==> src/rtl/mem_bus_arbiter.sv <==
// -----------------------------------------------------------------------------
// mem_bus_arbiter
//   Shares the single-port system memory between the 6502C CPU and one
//   read-only DMA requester (display fetch). A DMA request halts the CPU via
//   an active-low HALT. Grants only happen after a CPU read cycle, because the
//   CPU cannot be stalled in the middle of a write. The DMA requester then gets
//   bounded read bursts, and the CPU gets at least one cycle between bursts.
//   One memory access is made per rising edge of the bus-cycle clock.
//
// Ports
//   i_clk         bus-cycle clock
//   i_rst         asynchronous, active-high reset
//   i_cpu_addr    CPU address
//   i_cpu_rw      1 = CPU read, 0 = CPU write
//   i_cpu_wdata   CPU write data
//   o_cpu_rdata   read data returned to the CPU
//   o_cpu_halt_l  0 = CPU stalled
//   i_dma_req     DMA request, held high while more fetches are wanted
//   i_dma_addr    DMA fetch address
//   o_dma_grant   1 = current cycle is a DMA read cycle
//   o_dma_ack     one-cycle pulse: o_dma_rdata valid
//   o_dma_rdata   DMA read data
//   o_mem_addr    memory address
//   o_mem_we      memory write enable
//   o_mem_wdata   memory write data
//   i_mem_rdata   memory read data, valid the cycle after o_mem_addr
// -----------------------------------------------------------------------------
module mem_bus_arbiter #(
  parameter int ADDR_W    = 16,
  parameter int DATA_W    = 8,
  parameter int MAX_BURST = 8
) (
  input  logic              i_clk,
  input  logic              i_rst,
  input  logic [ADDR_W-1:0] i_cpu_addr,
  input  logic              i_cpu_rw,
  input  logic [DATA_W-1:0] i_cpu_wdata,
  output logic [DATA_W-1:0] o_cpu_rdata,
  output logic              o_cpu_halt_l,
  input  logic              i_dma_req,
  input  logic [ADDR_W-1:0] i_dma_addr,
  output logic              o_dma_grant,
  output logic              o_dma_ack,
  output logic [DATA_W-1:0] o_dma_rdata,
  output logic [ADDR_W-1:0] o_mem_addr,
  output logic              o_mem_we,
  output logic [DATA_W-1:0] o_mem_wdata,
  input  logic [DATA_W-1:0] i_mem_rdata
);

  typedef enum logic [1:0] {
    ST_CPU       = 2'd0,
    ST_HALT_PEND = 2'd1,
    ST_DMA       = 2'd2,
    ST_RELEASE   = 2'd3
  } state_t;

  localparam logic [7:0] LP_MAX_BURST = 8'(MAX_BURST);

  state_t            r_state;
  logic [7:0]        r_burst_cnt;
  // Owner of the read issued in the previous cycle (one flag per owner).
  logic              r_cpu_rd_q;
  logic              r_dma_rd_q;
  // Last returned data, held between reads.
  logic [DATA_W-1:0] r_cpu_rdata;
  logic [DATA_W-1:0] r_dma_rdata;

  logic              w_dma_owner;
  logic              w_dma_grant;
  logic              w_cpu_read;
  logic [7:0]        w_burst_inc;

  assign w_dma_owner = (r_state == ST_DMA);
  // With the request dropped, the DMA state still owns the bus but makes no access.
  assign w_dma_grant = w_dma_owner & i_dma_req;
  assign w_cpu_read  = ~w_dma_owner & i_cpu_rw;
  assign w_burst_inc = r_burst_cnt + 8'd1;

  // Bus steering
  assign o_mem_addr   = w_dma_owner ? i_dma_addr : i_cpu_addr;
  assign o_mem_wdata  = i_cpu_wdata;
  // Reset forces the write strobe low immediately, even while a CPU write is presented.
  assign o_mem_we     = ~i_rst & ~w_dma_owner & ~i_cpu_rw;

  assign o_cpu_halt_l = ~((r_state == ST_HALT_PEND) || (r_state == ST_DMA));
  assign o_dma_grant  = w_dma_grant;
  assign o_dma_ack    = r_dma_rd_q;

  // Synchronous RAM data arrives in the cycle after the address; it is passed
  // straight through in that cycle and captured so it holds afterwards.
  assign o_cpu_rdata  = r_cpu_rd_q ? i_mem_rdata : r_cpu_rdata;
  assign o_dma_rdata  = r_dma_rd_q ? i_mem_rdata : r_dma_rdata;

  always_ff @(posedge i_clk or posedge i_rst) begin
    if (i_rst) begin
      r_state     <= ST_CPU;
      r_burst_cnt <= 8'd0;
      r_cpu_rd_q  <= 1'b0;
      r_dma_rd_q  <= 1'b0;
      r_cpu_rdata <= '0;
      r_dma_rdata <= '0;
    end else begin
      r_cpu_rd_q <= w_cpu_read;
      r_dma_rd_q <= w_dma_grant;
      if (r_cpu_rd_q) begin
        r_cpu_rdata <= i_mem_rdata;
      end
      if (r_dma_rd_q) begin
        r_dma_rdata <= i_mem_rdata;
      end

      case (r_state)
        ST_CPU: begin
          if (i_dma_req) begin
            r_state <= ST_HALT_PEND;
          end
        end
        ST_HALT_PEND: begin
          // HALT only takes effect on a CPU read; writes keep us waiting here.
          if (!i_dma_req) begin
            r_state <= ST_CPU;
          end else if (i_cpu_rw) begin
            r_state     <= ST_DMA;
            r_burst_cnt <= 8'd0;
          end
        end
        ST_DMA: begin
          if (!i_dma_req) begin
            r_state <= ST_RELEASE;
          end else begin
            r_burst_cnt <= w_burst_inc;
            if (w_burst_inc == LP_MAX_BURST) begin
              r_state <= ST_RELEASE;
            end
          end
        end
        ST_RELEASE: begin
          // A new request always passes through HALT_PEND so the CPU gets this cycle.
          r_state <= i_dma_req ? ST_HALT_PEND : ST_CPU;
        end
        default: begin
          r_state <= ST_CPU;
        end
      endcase
    end
  end

endmodule
==> config.mk <==
export PLATFORM = sky130hd
export DESIGN_NAME = mem_bus_arbiter
export DESIGN_NICKNAME = d
export VERILOG_FILES = /design/src/rtl/mem_bus_arbiter.sv
export SDC_FILE = /design/constraint.sdc
export NUM_CORES = 1
export LEC_CHECK = 0
export ABC_CLOCK_PERIOD_IN_PS = 2600
export CORE_MARGIN = 4
export CORE_UTILIZATION = 55
export CTS_CLUSTER_DIAMETER = 100
export DETAILED_ROUTE_END_ITERATION = 7
export DONT_BUFFER_PORTS = 1
export HOLD_SLACK_MARGIN = 0.03
export PLACE_DENSITY_LB_ADDON = 0.2
export SETUP_SLACK_MARGIN = 0.3
export SKIP_LAST_GASP = 1
export SLEW_MARGIN = 30
export SYNTH_ARGS = -nofsm -noshare
export SYNTH_HDL_FRONTEND = slang
export SYNTH_SLANG_ARGS = --single-unit
==> constraint.sdc <==
create_clock -name i_clk -period 2.6 [get_ports i_clk]
set_input_delay 0.13 -clock i_clk [delete_from_list [all_inputs] [get_ports i_clk]]
set_output_delay 0.13 -clock i_clk [all_outputs]
set_load 0.005 [all_outputs]
==> results of run 1 <==
==> power breakdown <==
group	leakage (nW)	total, W	switching [W]	internal [W]
Sequential	0.353	0.000628	0.0000734	0.000555
Combinational	0.362	0.000497	0.000259	0.000239
Clock	0.0138	0.000169	0.000114	0.0000543
Total	0.728	0.00129	0.000446	0.000848
==> tightest hold or removal path, cell delays in order <==
cell	delay, ps
a31oi_2	80
o221ai_2	70
a2bb2oi_2	60
==> flip-flops by register name (all words and copies together) (netlist names), named ones only <==
signal and cells:
r_burst_cnt 8, o_dma_ack 1, r_state 1, r_cpu_rdata 8, r_dma_rdata 8, r_cpu_rd_q 1
==> worst paths after layout <==
path                                start  depth (start not counted)        endpoint
max                            r_state[0]                          4   o_mem_addr[3]
min                             i_dma_req                          3      r_state[0]
max reg2reg                r_burst_cnt[3]                          5      r_state[0]
min reg2reg                r_cpu_rdata[7]                          1  r_cpu_rdata[7]
max in group asynchronous           i_rst                          2  r_burst_cnt[2]
min in group asynchronous           i_rst                          2      r_cpu_rd_q
==> cells in the final DEF (no fill, tap or decap), drive strengths merged <==
master,Yosys,layout
mux2,33,33
and4,1,1
clkbuf,4,3
nand3,4,4
nor2,4,4
nor2b,2,2
and2,1,1
dfrtp,28,28
a21o,1,1
o21bai,1,1
o21ai,7,7
and3,1,1
buf,9,1
nor3,1,1
o22ai,1,1
xor2,1,1
nand4,2,2
o221ai,1,1
a22o,1,1
a31oi,1,1
dlygate4sd3,0,12
o31ai,2,2
or3,1,1
inv,7,7
xnor2,1,1
a221oi,1,1
a21oi,3,3
nand2,12,12
ha,6,6
a2bb2oi,1,1
a211o,1,1
a2111o,1,1
o2bb2ai,1,1
==> synth_stat cells, types with 3 or more instances <==
| master | number |
|---|---|
| inv_1 | 7 |
| a21oi_1 | 3 |
| dfrtp_1 | 28 |
| mux2_1 | 17 |
| o21ai_1 | 6 |
| ha_1 | 6 |
| nand3_1 | 4 |
| mux2_2 | 16 |
| buf_4 | 8 |
| nand2_1 | 12 |
| clkbuf_1 | 4 |
| nor2_1 | 4 |
==> through the flow <==
step | utilization [%] | hold WS (ps) | total power [W] | setup WS, ps | area (um2)
3_3_place_gp | 56.5 | 260 | 0.00110 | 810 | 1570
3_5_place_dp | 56.5 | 107 | 0.00113 | 725 | 1570
4_1_cts | 61.6 | 39.3 | 0.00131 | 648 | 1710
5_1_grt | 61.6 | 46.3 | 0.00140 | 538 | 1710
2_1_floorplan | - | 195 | 0.00103 | 703 | 1610
6_report | 61.6 | 49.9 | 0.00129 | 658 | 1710
==> final cells by class <==
cell class / instances / area (um2)
well taps: 31 / 38.8
multi-input cells: 93 / 798
repair buffers: 13 / 128
flip-flops and latches: 28 / 701
inverters: 7 / 26.3
fillers: 225 / 1070
clock buffers: 3 / 22.5
==> metal layers <==
layer  routed length [um]  share of wire [%]
met5                    0                  0
met4                   15               0.44
met3                  229                6.8
met2                 1700                 50
met1                 1430                 42
==> what timing repair did <==
item	in CTS	in global routing
resized for setup	0	0
hold buffers	12	0
buffers inserted	0	0
hold endpoints to repair	46	0
==> cells by family (layout without fill, tap and decap cells) <==
kind of cell,after synthesis,after routing,share of synthesized area (%)
flip-flops,28,28,43.6
buffers and inverters,20,23,6.62
adder cells (fa/ha/maj),6,6,4.68
XOR/XNOR,2,2,1.09
AND/OR/NAND/NOR,29,29,8.81
AO/OA/AOI/OAI,23,23,12.0
multiplexers,33,33,23.1
==> out/results.ini, run 1 <==
[global_routing]
grt_pass1_vias = 1060
grt_usage_pct = 17.3
grt-busiest-layer = met2
grt_use_met1_pct = 23.2
antenna_found_initial = 0
met3_usage_pct = 2.69
grt-ovfl-total = 0
grt_pass1_wl_um = 5020
grt_max_degree = 29
met2_usage_pct = 29.7

[logic_synthesis]
yosysTopAreaCell = dfrtp_1
ys_top_cells_by_area = dfrtp_1 (44%), mux2_1 (12%), mux2_2 (11%), ha_1 (4.7%), buf_4 (3.7%)
synthesis.area_um2 = 1610
synth_flop_cell = dfrtp_1
avgSynthCellArea_um2 = 11.4
synth_top_area_share_pct = 43.6
synth_edf_count = 0
ys_types = 35
postSynthCellCount = 141
synth_warnings = 0
synth.ff_latch_count = 28
async_reset_ff_share_pct = 100
ys_seq_area_share_pct = 43.6
synth_nets = 199

[timing]
slew-limit-headroom_pct = 61.0
tightest_slew_ps = 584
fmax_mhz = 515
fin_setup_tns_ps = 0
setup_viol = 0
hold_viol_final = 0
period_minus_slack_ps = 1940
rsz0062_at_grt = no
finClkSkew_ps = 2.68
fin_crit_sh_pct = 74.7
slew_violations = 0

[die]
fp.dieH_um = 62.0
initial_utilization_pct = 57.7
die_w_um = 62.0
ios = 96
die-area_um2 = 3850
rows = 19
core_um2 = 2780

[worst_hold_path]
worstHoldPathType = input port to register

[critical_path]
cp_top_family = flip-flops
r2r_setup_slack_ps = 710
path_cells = inv_1, ha_1, buf_4, mux2_1
startpoint_type = register
worstPathMaxFanout = 17
cp.buffers_inverters = 2
cpMaxStageDelayCell = dfrtp_1
crit_required_ps = 2470
cp-end-kind = output pin
cpPeakStageDelay_ps = 450
cp.arrival_ps = 1810
worstSetupPathType = register to output pin

[power]
leakagePower_nw = 0.728
p_per_area_nw_per_um2 = 755
ir_drop_uv = 501

[placement]
io_buffers = 0
dp.cells = 160
dp_hpwl_um = 2590
gp_congestion = 0.832

[finish]
diodes = 0
layout.nets = 204
layout-drive-gt1-share_pct = 18.8
synthToLayoutAreaGrowth_pct = 6.78
fin_cells = 175

[cts]
clkLatencyLatePin_ps = 310
cts_tree = yes
cts_buffers = 3
cts_buffer_depth = 2
cts_max_level = 1
cts.clk_slew.worst_paths_ps = 130
cts.sinks = 28
cts_root_buffer = clkbuf_4

[detailed_routing]
drt-total-wl_um = 3380
drc = 0
dr.pass1.iters = 4
via_count = 1043
wire_per_inst_um = 19.3
drt-initial-drc-count = 18
routed_via_density = 5.96
ant_nets = 0

[run]
max_cap_violations = 0

[outcome]
outcome = finished, final reports clean

Power figures use the tool's default switching activity.
==> run 2: changes to the inputs <==
ABC_CLOCK_PERIOD_IN_PS = 1800   (was 2600)
clock period = 1.8 ns   (was 2.6 ns; I/O delays follow)
==> run 2 against run 1 <==
Net effect:
- utilization increased by 16 points
- die area unchanged
- clock skew increased by 1.7 ps
- critical path depth increased by 1
- worst setup slack got worse by 620 ps
- sequential cell count unchanged
- sequential power increased by 43%
- clock power increased by 150%
- register-to-register slack got worse by 670 ps
- final cell count increased by 15%
- combinational power increased to 2.5 times the previous value
- non-clock buffer count increased by 26
- largest power group is now combinational logic
==> out/results.ini, run 2 (synthesized netlist as in run 1, its figures left out) <==
[outcome]
outcome = finished, final reports clean

[timing]
finClkSkew_ps = 4.43
tightest_slew_ps = 391
fmax_mhz = 569
slew-limit-headroom_pct = 73.9
rsz0062_at_grt = yes
fin_crit_sh_pct = 97.7
fin_setup_tns_ps = 0
slew_violations = 0
setup_viol = 0
period_minus_slack_ps = 1760
hold_viol_final = 0
setup_ws_ps = 42.1

[placement]
place_worst_setup_slack_ps = 67.4
gp_congestion = 0.797
dp_hpwl_um = 2520
io_buffers = 0

[power]
p_per_area_nw_per_um2 = 1190
ir_drop_uv = 1020
leakagePower_nw = 0.961

[cts]
cts_root_buffer = clkbuf_4
cts_tree = yes
cts_buffer_depth = 2
cts_max_level = 1
cts.clk_slew.worst_paths_ps = 150
clkLatencyLatePin_ps = 340
cts_buffers = 3
cts.sinks = 28

[critical_path]
path_cells = and4_4, a2111o_1, a221oi_4, o221ai_2, a2bb2oi_2
cpPeakStageDelay_ps = 450
cp.arrival_ps = 2040
worstPathMaxFanout = 4
worstSetupPathType = register to register
startpoint_type = register
r2r_setup_slack_ps = 40
cp-end-kind = register
cpMaxStageDelayCell = dfrtp_1
crit_required_ps = 2080

[detailed_routing]
wire_per_inst_um = 22.3
dr.pass1.iters = 4
via_count = 1229
drt-initial-drc-count = 50
ant_nets = 0
routed_via_density = 6.08
drt-total-wl_um = 4500
drc = 0

[global_routing]
grt-ovfl-total = 0
grt_usage_pct = 22.4
grt_pass1_vias = 1273
grt_max_degree = 29
antenna_found_initial = 0
grt_pass1_wl_um = 6310

[finish]
layout-drive-gt1-share_pct = 50.9
fill_cells = 165
synthToLayoutAreaGrowth_pct = 34.7
largestRegisters = r_burst_cnt: 8 flops, r_cpu_rdata: 8 flops, r_dma_rdata: 8 flops
layout_commonest_cell = dfrtp_1
diodes = 0
final_cell_mix = dfrtp_1 (26), buf_4 (18), mux2_4 (17), mux2_2 (16), dlygate4sd3_1 (12)
layout.nets = 230

[worst_hold_path]
worstHoldPathType = input port to register

[die]
rows = 19
ios = 96
die_w_um = 62.0
fp.dieH_um = 62.0
core_um2 = 2780
die-area_um2 = 3850
initial_utilization_pct = 57.7

[run]
max_cap_violations = 0

run 2: where the power goes:
part	total (W)	internal, W	switching [W]
Clock	0.000419	0.000225	0.000194
Sequential	0.000897	0.000803	0.0000943
Combinational	0.00126	0.000683	0.000573
run 2: metal layers:
metal  vias up  global-route usage [%]  part of all wire, %
met5         -                       0                    0
met4         0                    6.36                  1.6
met3        13                    5.99                  7.4
met2        53                    38.0                   53
met1       611                    27.8                   38
li1        552                       -                    -
run 2: layout make-up:
type | count | area [um2] | share of cell area [%]
Multi-Input combinational cell | 93 | 962 | 44.5
Sequential cell | 28 | 703 | 32.5
Tap cell | 31 | 38.8 | 1.79
Clock buffer | 3 | 22.5 | 1.04
Timing Repair Buffer | 39 | 379 | 17.5
Inverter | 7 | 26.3 | 1.22
Clock inverter | 1 | 30.0 | 1.39
run 2: path summary, 6_finish.rpt:
check,start,to,cells after the start
min reg2reg,r_dma_rdata[3],r_dma_rdata[3],1
max,r_burst_cnt[3],r_state[0],5
min in group asynchronous,i_rst,async pin,3
min,i_dma_req,r_state[0],4
max reg2reg,r_burst_cnt[3],r_state[0],5
max in group asynchronous,i_rst,r_burst_cnt[4],3
run 2: critical path, delay by kind of cell (launching register included):
family,cells,cell delay (ps)
flip-flops,1,450
AO/OA/AOI/OAI,4,1090
AND/OR/NAND/NOR,1,170
run 2: metrics by stage:
step	instances	total power [W]	area [um2]	util [%]	hold slack, ps
3_3_place_gp	165	0.00161	1610	57.9	59.0
2_1_floorplan	141	0.00150	1620	-	155
6_report	202	0.00257	2160	77.7	79.9
4_1_cts	193	0.00233	1970	70.7	66.9
5_1_grt	202	0.00273	2160	77.7	89.1
3_5_place_dp	165	0.00164	1610	57.9	71.2
run 2: timing repair:
item / in CTS / in global routing
hold buffers: 11 / 1
cloned: 2 / 1
resized for setup: 29 / 30
endpoints found under the setup margin: 28 / 36
endpoints found under the hold margin: 54 / 3
buffers inserted: 11 / 7
pin swaps: 3 / 6
